[config.mk]
export PLATFORM = sky130hd
export DESIGN_NAME = core_sequencer
export DESIGN_NICKNAME = d
export VERILOG_FILES = /design/src/rtl/core_sequencer.sv
export SDC_FILE = /design/constraint.sdc
export NUM_CORES = 1
export LEC_CHECK = 0
export ABC_AREA = 1
export BUFFER_PORTS_ARGS = -buffer_cell sky130_fd_sc_hd__buf_2
export CORE_UTILIZATION = 50
export DETAILED_ROUTE_END_ITERATION = 16
export GPL_ROUTABILITY_DRIVEN = 0
export PLACE_DENSITY = 0.86
export SYNTH_ARGS = -nofsm -noshare
export SYNTH_HDL_FRONTEND = slang
export SYNTH_SLANG_ARGS = --single-unit
export TNS_END_PERCENT = 5
[constraint.sdc]
create_clock -name clk -period 1.5 [get_ports clk]
set_input_delay 0.3 -clock clk [delete_from_list [all_inputs] [get_ports clk]]
set_output_delay 0.3 -clock clk [all_outputs]
set_load 0.02 [all_outputs]
[src/rtl/core_sequencer.sv]
// Multi-cycle IF/ID/EX/MEM/WB sequencer that owns the architectural PC and retire count.
// Optional EX watchdog fault is enabled by defining CORE_SEQ_EX_TIMEOUT_EN.
module core_sequencer #(
  parameter logic [31:0] RESET_PC   = 32'h0000_0000,
  parameter int unsigned EX_TIMEOUT = 64
) (
  input  logic        clk,
  input  logic        rst,
  input  logic        start,
  input  logic        halt_req,
  input  logic        imem_ready,
  input  logic        ex_data_ready,
  input  logic        ex_mem_read,
  input  logic        ex_mem_write,
  input  logic        dmem_ready,
  input  logic        ex_branch,
  input  logic [31:0] ex_branch_addr,
  output logic [2:0]  state,
  output logic [31:0] pc,
  output logic        imem_req,
  output logic        dmem_req,
  output logic        wb_en,
  output logic        busy,
  output logic [31:0] retired,
  output logic        fault
);

  typedef enum logic [2:0] {
    S_IF   = 3'd0,
    S_ID   = 3'd1,
    S_EX   = 3'd2,
    S_MEM  = 3'd3,
    S_WB   = 3'd4,
    S_IDLE = 3'd7
  } state_e;

  localparam int CNT_W = (EX_TIMEOUT < 2) ? 2 : $clog2(EX_TIMEOUT + 1);
  localparam logic [CNT_W-1:0] CNT_MAX = '1;
  localparam logic [CNT_W-1:0] CNT_ONE = CNT_W'(1);

  state_e           state_q;
  logic [31:0]      pc_q;
  logic [31:0]      pc_d;
  logic [31:0]      retired_q;
  logic [CNT_W-1:0] ex_cnt_q;
  logic             halt_q;
  logic             mem_access;
  logic             ex_done;
  logic             mem_done;
  logic             ex_tmo;
  logic             start_ok;

  assign mem_access = ex_mem_read | ex_mem_write;
  // data_ready seen in the first EX cycle belongs to the previous instruction
  assign ex_done    = ex_data_ready && (ex_cnt_q != '0);
  assign mem_done   = !mem_access || dmem_ready;
  assign pc_d       = ex_branch ? (ex_branch_addr & ~32'h3) : pc_q + 32'd4;

`ifdef CORE_SEQ_EX_TIMEOUT_EN
  logic fault_q;

  // fires on the EX cycle whose count increment would reach EX_TIMEOUT
  assign ex_tmo   = (state_q == S_EX) && !ex_data_ready &&
                    ((32'(ex_cnt_q) + 32'd1) >= 32'(EX_TIMEOUT));
  assign start_ok = start && !fault_q;
  assign fault    = fault_q;

  always_ff @(posedge clk) begin
    if (rst)         fault_q <= 1'b0;
    else if (ex_tmo) fault_q <= 1'b1;
  end
`else
  assign ex_tmo   = 1'b0;
  assign start_ok = start;
  assign fault    = 1'b0;
`endif

  always_ff @(posedge clk) begin
    if (rst) begin
      state_q   <= S_IDLE;
      pc_q      <= RESET_PC;
      retired_q <= '0;
      ex_cnt_q  <= '0;
      halt_q    <= 1'b0;
    end else begin
      if ((state_q != S_IDLE) && halt_req) halt_q <= 1'b1;
      unique case (state_q)
        S_IDLE: if (start_ok) begin
          state_q <= S_IF;
          halt_q  <= 1'b0;
        end
        S_IF: if (imem_ready) state_q <= S_ID;
        S_ID: begin
          state_q  <= S_EX;
          ex_cnt_q <= '0;
        end
        S_EX: begin
          if (ex_cnt_q != CNT_MAX) ex_cnt_q <= ex_cnt_q + CNT_ONE;
          if (ex_tmo)       state_q <= S_IDLE;
          else if (ex_done) state_q <= S_MEM;
        end
        S_MEM: if (mem_done) state_q <= S_WB;
        S_WB: begin
          pc_q      <= pc_d;
          retired_q <= retired_q + 32'd1;
          state_q   <= (halt_req || halt_q) ? S_IDLE : S_IF;
        end
        default: state_q <= S_IDLE;
      endcase
    end
  end

  assign state    = state_q;
  assign pc       = pc_q;
  assign retired  = retired_q;
  assign imem_req = (state_q == S_IF);
  assign dmem_req = (state_q == S_MEM) && mem_access;
  assign wb_en    = (state_q == S_WB);
  assign busy     = (state_q != S_IDLE);

endmodule

### After elaboration in Yosys (flattened, before gate mapping)

Index checks and enable logic that the tools add are counted.

| word-level totals | value |
|---|---|
| bits in registers | 75 |
| input bits | 42 |
| output and inout port bits | 72 |
| logic and storage cells | 44 |

| cells by class | value |
|---|---|
| add/subtract/negate cells | 3 |
| eq/ne operators | 12 |
| mux-type cells | 12 |
| bitwise gates (word level) | 1 |
| reductions and logical operators | 11 |

Operators by type and width:

| cell | count |
|---|---|
| adder 32 x 1 -> 32 bit (second input constant) | 1 |
| adder 32 x 3 -> 32 bit (second input constant) | 1 |
| two-way mux 32 bit | 1 |
| one-hot mux 3 bit (6 select lines) | 1 |
| two-way mux 3 bit | 5 |
| one-hot mux 7 bit (2 select lines) | 1 |
| inequality test 2 bit (second input constant) | 5 |
| adder 7 x 1 -> 7 bit (second input constant) | 1 |
| two-way mux 7 bit | 1 |
| inequality test 7 bit (second input constant) | 1 |
| nonzero test 7 bit | 1 |
| equality test 3 x 2 -> 1 bit (second input constant) | 2 |
| equality test 3 bit (second input constant) | 2 |
| AND reduction 4 bit | 1 |
| equality test 3 x 1 -> 1 bit (second input constant) | 1 |
| logical AND 1 bit | 3 |
| zero test 3 bit | 1 |
| two-way mux 1 bit | 3 |
| inequality test 3 bit (second input constant) | 1 |
| logical OR 1 bit | 2 |
| AND reduction 2 bit | 1 |
| nonzero test 2 bit | 1 |
| zero test 1 bit | 1 |
| bitwise OR 1 bit | 1 |

### Longest topological paths before layout

Gate-level depths: netlist of run 1.

| depth | value |
|---|---|
| depth in word-level cells | 5 |
| gate-level depth with buffers | 10 |

### Least setup slack after synthesis of run 1

No wires, ideal clock.

| path | value |
|---|---|
| kind | flip-flop to flip-flop |
| from | register state_q[0] (netlist: state[0]) |
| to | register state_q[1] (netlist: state[1]) |
| setup time | 0.125 ns |
| arrival | 1.511 ns |
| required time | 1.375 ns |
| slack | -0.136 ns |
| cell stages (with the launch flop) | 10 |
| path buffers | 0 |
| period minus slack after synthesis | 1.636 ns |
| path through | dfxtp_1 -> nand2_1 -> inv_1 -> nand2_1 -> nor2_1 -> a21oi_1 -> nand2_1 -> nor2_1 -> a21oi_1 -> nand2_1 |

| between the ends | value |
|---|---|
| longest elaborated chain between the ends | 3 |
| elaborated cells between the ends (all ways) | 12 |
| those cells by class | eq/ne (9); mux (1); reduce/logical (2) |

Ends and longest elaborated chain:

| item | line | text |
|---|---|---|
| from (decl) | 41 | `state_e state_q;` |
| from (signal assigned) | 106 | `state_q <= (halt_req \|\| halt_q) ? S_IDLE : S_IF;` |
| equality test 3 x 2 -> 1 bit (tied with other cells) | 87 | `unique case (state_q)` |
| inequality test 2 bit (no line) | n/a |  |
| AND reduction 4 bit (no line) | n/a |  |

Parallel ways exist; a longest one is shown, timed or not.
A chain may end at the register's enable or synchronous reset.

### Final worst setup path of run 1

| path | value |
|---|---|
| from | register state_q[1] (netlist: state[1]) |
| to | register retired_q[22] (netlist: retired[22]) |

| between the ends | value |
|---|---|
| longest elaborated chain between the ends | 1 |

Ends and longest elaborated chain:

| item | line | text |
|---|---|---|
| equality test 3 bit | 87 |  |
| to (signal assigned) | 105 | `retired_q <= retired_q + 32'd1;` |
| to (decl) | 44 | `logic [31:0] retired_q;` |

No other way between the ends.

==> results.ini, run 1 <==
[die]
dieArea_um2 = 9860
die_w_um = 99.3
pin_count = 114
dieHeight_um = 99.3
start_util = 0.515
core_um2 = 9200
num_rows = 35

[sta]
whs_ps = 147
slew_violations = 0
setup-tns-final_ps = -453
finalHoldViolCount = 0
rsz0062_at_grt = true
final.min_clock_period_ps = 1620
finalCritPeriodShare = 1.08
fmaxAchievable_mhz = 617
setup_viol = 8
fin_skew_ps = 10.9
setup_ws_ps = -122

[pwr]
vdd_ir_drop_max_mv = 1.10
leakage_nw = 2.71
p_per_area_nw_per_um2 = 910
power_mw = 5.83

[yosys]
synthArstFlopShare = 0
ys.flop_type = dfxtp_1
yosys.area.top_type = dfxtp_1
netlist_top_cells_count = 274 x nand2_1, 144 x nor2_1, 73 x dfxtp_1, 73 x inv_1, 57 x a21oi_1
ys_types = 38
yosysSeqAreaShare = 0.309
synthesis.area_um2 = 4730
yosysWarningCount = 0
ys_ff_latch = 73
synthTopCellsByArea = dfxtp_1 31%, nand2_1 22%, nor2_1 11%
synth_most_common_cell = nand2_1
syn_avg_cell_area_um2 = 5.84
synth_edf_count = 0
synth_top_cell_area_share = 0.309
synth_cells = 811

[clock_network]
clkTransAtPathRegs_ps = 90
cts_root_buf = clkbuf_8
cts_buffers = 9
clk_latency_ps = 360
hold_buffers = 0
cts_tree = built
cts_buffer_depth = 2
h-tree-depth = 3
cts_num_sinks = 73

[drt]
drt_wl_total_um = 15000
antenna_left = 0
wire_per_inst_um = 13.8
vias = 5913
dr.pass1.iters = 5
drt_iter0_drc = 313
routed_via_density = 5.44
route.detailed.drc = 0

[worst_setup_path]
criticalPathCategory = flop to flop
worstPathMaxFanout = 5
crit_required_ps = 1790
cpMaxStageDelayCell = dfxtp_4
worstPathArrival_ps = 1920
max_stage_delay_ps = 370
cp-start-kind = flop
cp_cell_sequence = inv_4 > nand2_4 > nor2_4 > buf_6 > nand2_8 > nor3_4 > nand4_1 > nand2_1 > nand2_1 > nor2_1
crit_top_cell = nand2_1
end_kind = flop

[final_layout]
n_antenna_cell = 0
final_nets = 1017
fill_cells = 764
drive_above_1_share = 0.298
layout.cells.non_filler = 1087
area_growth_pct = 35.3

[placement]
dpl.hpwl_um = 9740
portBuffers = 108
place_inst = 1057

[outcome]
violations = negative setup slack
status = finished, violations left

[flow_run]
cap_viol_max_count = 0

[global_routing]
grt_pass1_vias = 5330
grt_pass1_wl_um = 23000
grt_max_degree = 49
grt_use_total = 0.284
grt.overflow.total = 0
antenna_found_initial = 0

[hold_path]
holdCritPathClass = input port to flop

## worst max-delay path: cells and delay by family (launching register included)
family / cells / cell delay [ps]
buffers and inverters: 2 / 220
AND/OR/NAND/NOR: 8 / 950
flip-flops: 1 / 370
## power by group
group	internal, mW	switching [mW]
clock	0.816	0.815
combinational	0.796	1.10
sequential	2.11	0.187
total	3.73	2.10
## sequential cells by signal, summed over array words and instances (netlist names)
name      flops
retired      32
ex_cnt_q      7
pc           30
halt_q        1
state         3
## per-layer routing
layer / up-vias / part of all wire / global-route usage
met5: - / 0 / 0
met3: 50 / 0.075 / 0.0527
li1: 2888 / - / -
met1: 2677 / 0.40 / 0.340
met2: 298 / 0.49 / 0.497
met4: 0 / 0.029 / 0.120
## cell families (layout without fill, tap and decap cells)
| group | Yosys count | in the layout | share of synthesized area |
|---|---|---|---|
| AND/OR/NAND/NOR | 514 | 514 | 0.461 |
| AO/OA/AOI/OAI | 113 | 113 | 0.127 |
| buffers and inverters | 103 | 266 | 0.0859 |
| flip-flops | 73 | 73 | 0.309 |
| adder cells (fa/ha/maj) | 4 | 4 | 0.0106 |
| XOR/XNOR | 3 | 3 | 0.00555 |
| other | 1 | 3 | 0.000792 |
## through the flow
step | util | worst slack, ps | cell area [um^2]
3_3_place_gp | 0.621 | 47.2 | 5710
6_report | 0.696 | -122 | 6400
4_1_cts | 0.659 | -49.0 | 6060
2_1_floorplan | - | -46.3 | 4750
3_5_place_dp | 0.621 | -11.4 | 5710
5_1_grt | 0.696 | -248 | 6400
## final cells by class
class | count | area [um^2] | share of cell area
multi-input cells | 637 | 3120 | 0.487
repair buffers | 172 | 1130 | 0.177
clock buffers | 10 | 138 | 0.0215
clock inverters | 6 | 67.6 | 0.0106
inverters | 78 | 298 | 0.0465
flip-flops and latches | 73 | 1510 | 0.235
well taps | 111 | 139 | 0.0217
## cell usage in the layout, fill, tap and decap left out, drive strengths merged
cell type	count
clkinv	4
clkinvlp	2
a31oi	5
or2	5
bufbuf	1
conb	3
o21ai	39
nand3	45
a21oi	57
nand4	8
o21a	2
a311oi	1
a211oi	4
and2	1
dfxtp	73
nor3	11
nand2	282
o211ai	1
o31ai	3
nor3b	2
bufinv	1
clkbuf	10
nand3b	6
xor2	3
buf	171
ha	4
inv	77
nor2	154
o21bai	1
## timing repair
item                                    in CTS  in global routing
setup buffers                                5                  8
endpoints found under the setup margin       5                 60
endpoints found under the hold margin        0                  0
gates resized for setup                     23                100
pin swaps                                    5                 17
cloned                                       1                  0
## final timing paths
check / startpoint / endpoint / slack (ps) / cells after the start
max: state[1] / retired[22] / -120 / 10
min: start / halt_q / 150 / 2
max reg2reg: state[1] / retired[22] / -120 / 10
min reg2reg: pc[11] / pc[11] / 500 / 2
Power figures use the tool's default switching activity.
==> inputs of run 2 (changes only) <==
- SETUP_SLACK_MARGIN: default -> 0.5
- clock period: 1.5 -> 1.7 ns (I/O delays scaled with it)
==> results.ini, run 2 (same netlist as run 1, synthesis figures left out) <==
[final_layout]
drive_above_1_share = 0.261
final_nets = 995
layout_common_cells = 266 x nand2_1, 134 x nor2_1, 106 x buf_2, 68 x inv_1, 55 x a21oi_1
n_antenna_cell = 0
fin_util = 0.668
area_growth_pct = 29.8
final_common_cell = nand2_1
largest_register_ffs = 32

[die]
dieHeight_um = 99.3
die_w_um = 99.3
start_util = 0.515
dieArea_um2 = 9860
core_um2 = 9200
num_rows = 35
pin_count = 114

[worst_setup_path]
worstPathArrival_ps = 1810
criticalPathCategory = flop to flop
critPathLaunch = state[0]
crit_required_ps = 1910
rr_startpoint = state[0]
path_buf_inv = 1
reg2reg_depth = 7
worstPathMaxFanout = 43
cp-endpoint = retired[7]
cp-start-kind = flop
cpMaxStageDelayCell = dfxtp_4
end_kind = flop
r2r_slack_ps = 110
path_depth = 7
timing.critical_path.max_delay_family = simple AND/OR/NAND/NOR gates
max_stage_delay_ps = 370
cp_cell_sequence = nor2_1 > nand2_2 > buf_12 > nor3_1 > nand2_1 > nor2_1 > nor3_1
r2r-end = retired[7]

[pwr]
swShare = 0.345
vdd_ir_drop_max_mv = 1.03
netSwitchingPower_mw = 1.73
leakage_nw = 2.62
p_per_area_nw_per_um2 = 818
pwr-share-seq = 0.406
p_clk_frac = 0.305
internal_power_mw = 3.29
pwr-share-comb = 0.289

[sta]
fmaxAchievable_mhz = 628
final.min_clock_period_ps = 1590
setup_viol = 0
rsz0062_at_grt = true
fin_skew_ps = 11.4
slew_violations = 0
finalHoldViolCount = 0
worst_pin_slew_ps = 560
whs_ps = 220
finalCritPeriodShare = 0.936
slew_headroom = 0.627

[global_routing]
antenna_found_initial = 0
grtUsageMet1 = 0.325
grt_pass1_wl_um = 21600
grt_use_met2 = 0.475
grt_max_degree = 49
grt.overflow.total = 0
grt-busiest-layer = met2
use_met3 = 0.0618
grt_pass1_vias = 4898
grt_use_total = 0.270

[clock_network]
hold_buffers = 0
cts_tree = built
cts_root_buf = clkbuf_8
cts_num_sinks = 73
clk_latency_ps = 350
clkTransAtPathRegs_ps = 80
cts_buffers = 9
cts_buffer_depth = 2
h-tree-depth = 3

[drt]
wire_per_inst_um = 12.9
drt_iter0_drc = 340
dr.pass1.iters = 5
drt_wl_total_um = 13800
route.detailed.drc = 0
vias = 5605
antenna_left = 0
routed_via_density = 5.26

[placement]
portBuffers = 108
dpl.hpwl_um = 9140

[outcome]
status = complete, no violations

[flow_run]
cap_viol_max_count = 0

[hold_path]
holdCritPathClass = input port to flop

[run 2: final cells by class]
class	instances	area (um^2)
fillers	830	3050
multi-input cells	637	3030
flip-flops and latches	73	1530
repair buffers	150	926
inverters	78	300
clock buffers	14	184
well taps	111	139
clock inverters	2	35.0
[run 2: worst reg2reg max path: stages (launching register included)]
cell     delay [ps]
dfxtp_4         370
nor2_1          180
nand2_2         130
buf_12          200
nor3_1          230
nand2_1         140
nor2_1          140
nor3_1           60
[run 2: how the worst min path moves through the flow]
stage               startpoint          to  slack [ps]  cells past startpoint
finish                   start      halt_q         220                      2
global route             start      halt_q         210                      2
CTS                      start      halt_q         200                      2
detailed placement  retired[2]  retired[2]         480                      2
global placement        pc[11]      pc[11]         470                      2
floorplan                start      halt_q         460                      1
[run 2: power groups by stage]
stage          registers, mW  clock network (mW)  logic [mW]
2_1_floorplan           2.15                   0       0.767
3_3_place_gp            2.08                   0        1.14
3_5_place_dp            2.09                   0        1.16
4_1_cts                 2.05                1.53        1.35
5_1_grt                 2.06                1.61        1.60
6_report                2.04                1.53        1.45
[run 2: repair_timing]
item	4_1_cts	5_1_grt
pin swaps	8	16
cloned	1	0
gates resized for setup	25	39
setup endpoints to repair	140	141
buffers inserted	11	20
[run 2: metrics by stage]
step                worst slack, ps  power, mW  area (um^2)  cells  setup TNS (ps)
CTS                             123       4.93         5900   1045               0
detailed placement              118       3.24         5470   1017               0
global route                  -5.22       5.27         6140   1065           -5.22
global placement                114       3.22         5470   1017               0
finish                          108       5.03         6140   1065               0
floorplan                       288       2.92         4820    813               0
[run 2: metal layers]
metal  part of all wire  vias to the layer above
li1                   -                     2844
met1               0.42                     2546
met2               0.49                      194
met3              0.071                       21
met4              0.018                        0
met5                  0                        -
==> inputs of run 3 (changes only) <==
- PLACE_DENSITY: 0.86 -> default
- PLACE_DENSITY_LB_ADDON: default -> 0.2
- SKIP_LAST_GASP: default -> 1
==> results.ini, run 3 (same netlist as run 1, synthesis figures left out) <==
[pwr]
swShare = 0.359
pwr-share-comb = 0.323
pwr-share-seq = 0.427
leakage_nw = 2.67
power_mw = 4.77
netSwitchingPower_mw = 1.71
vdd_ir_drop_max_mv = 0.885
p_clk_frac = 0.250
internal_power_mw = 3.05
p_per_area_nw_per_um2 = 761

[drt]
route.detailed.drc = 0
vias = 5632
routed_via_density = 5.29
antenna_left = 0
drt_wl_total_um = 13800
wire_per_inst_um = 13.0
drt_iter0_drc = 282
dr.pass1.iters = 4

[sta]
slew_headroom = 0.621
whs_ps = 219
finalCritPeriodShare = 0.900
worst_pin_slew_ps = 568
setup_viol = 0
setup_ws_ps = 169
final.min_clock_period_ps = 1530
fin_skew_ps = 6.80
slew_violations = 0
fmaxAchievable_mhz = 653
rsz0062_at_grt = true
finalHoldViolCount = 0
setup-tns-final_ps = 0

[die]
start_util = 0.515
num_rows = 35
dieHeight_um = 99.3
dieArea_um2 = 9860
die_w_um = 99.3
pin_count = 114
core_um2 = 9200

[clock_network]
cts_num_sinks = 73
cts_tree = built
cts_buffers = 9
cts_root_buf = clkbuf_8
clk_latency_ps = 340
clkTransAtPathRegs_ps = 70
cts_buffer_depth = 2
h-tree-depth = 3

[hold_path]
holdCritPathClass = input port to flop
worstHoldStart = start

[worst_setup_path]
worstPathMaxFanout = 4
cpMaxStageDelayCell = dfxtp_4
rr_startpoint = state[1]
crit_required_ps = 1360
path_buf_inv = 3
max_stage_delay_ps = 370
timing.critical_path.max_delay_family = flip-flops
criticalPathCategory = flop to output port
cp_cell_sequence = inv_4 > nand2_4 > nor2_4 > buf_12 > buf_8
worstPathArrival_ps = 1190
cp-start-kind = flop
end_kind = output port
critPathLaunch = state[1]

[placement]
dpl.hpwl_um = 9500
portBuffers = 108
pre_cts_ws_ps = 98.5

[final_layout]
area_growth_pct = 32.4
n_antenna_cell = 0
final_nets = 995
fill_cells = 848
final-seq-area_um2 = 1580
layout_common_cells = 256 x nand2_1, 120 x nor2_1, 106 x buf_2, 69 x inv_1, 53 x a21oi_1
largest_register_ffs = 32
final_common_cell = nand2_1
fin_util = 0.681
multi_input_area_um2 = 3160
drive_above_1_share = 0.302

[global_routing]
grt_pass1_vias = 5183
grt_pass1_wl_um = 22800
grt_use_total = 0.283
grt.overflow.total = 0
grt_max_degree = 49
antenna_found_initial = 0

[flow_run]
cap_viol_max_count = 0

[outcome]
status = complete, no violations

## run 3: cell types whose count changed in the layout (fill, tap and decap cells not counted), sizes merged
cell    delta
buf        +1
bufbuf     -1
bufinv     -1
## run 3: path summary, 6_finish.rpt
path	endpoint	slack (ps)	cells past startpoint
max	wb_en	170	5
min	halt_q	220	2
max reg2reg	state[2]	180	11
min reg2reg	retired[31]	490	2
## run 3: through the flow
stage               instances  instance area, um^2
floorplan                 813                 4820
global placement         1020                 5490
detailed placement       1020                 5490
CTS                      1051                 5900
global route             1064                 6260
finish                   1064                 6260
## run 3: repair_timing
item	CTS	global route
buffers inserted	15	13
pin swaps	10	29
endpoints found under the setup margin	139	141
cloned	1	0
hold buffers	0	0
resized for setup	30	107
## run 3: final cells by class
type / count / area share
Multi-Input combinational cell: 637 / 0.504
Timing Repair Buffer: 150 / 0.148
Clock inverter: 1 / 0.000799
Inverter: 78 / 0.0479
Clock buffer: 14 / 0.0244
Tap cell: 111 / 0.0222
Sequential cell: 73 / 0.253
## run 3: power by group through the flow
stage,Clock [mW],Combinational (mW),Sequential [mW]
2_1_floorplan,0,0.767,2.15
3_3_place_gp,0,1.14,2.07
3_5_place_dp,0,1.18,2.09
4_1_cts,1.20,1.40,2.05
5_1_grt,1.31,1.69,2.06
6_report,1.19,1.54,2.04
## run 3: metal layers
layer | part of all wire | vias up | track usage
met3 | 0.063 | 28 | 0.0590
li1 | - | 2844 | -
met4 | 0.023 | 0 | 0.0962
met2 | 0.50 | 181 | 0.502
met5 | 0 | - | 0
met1 | 0.42 | 2579 | 0.340
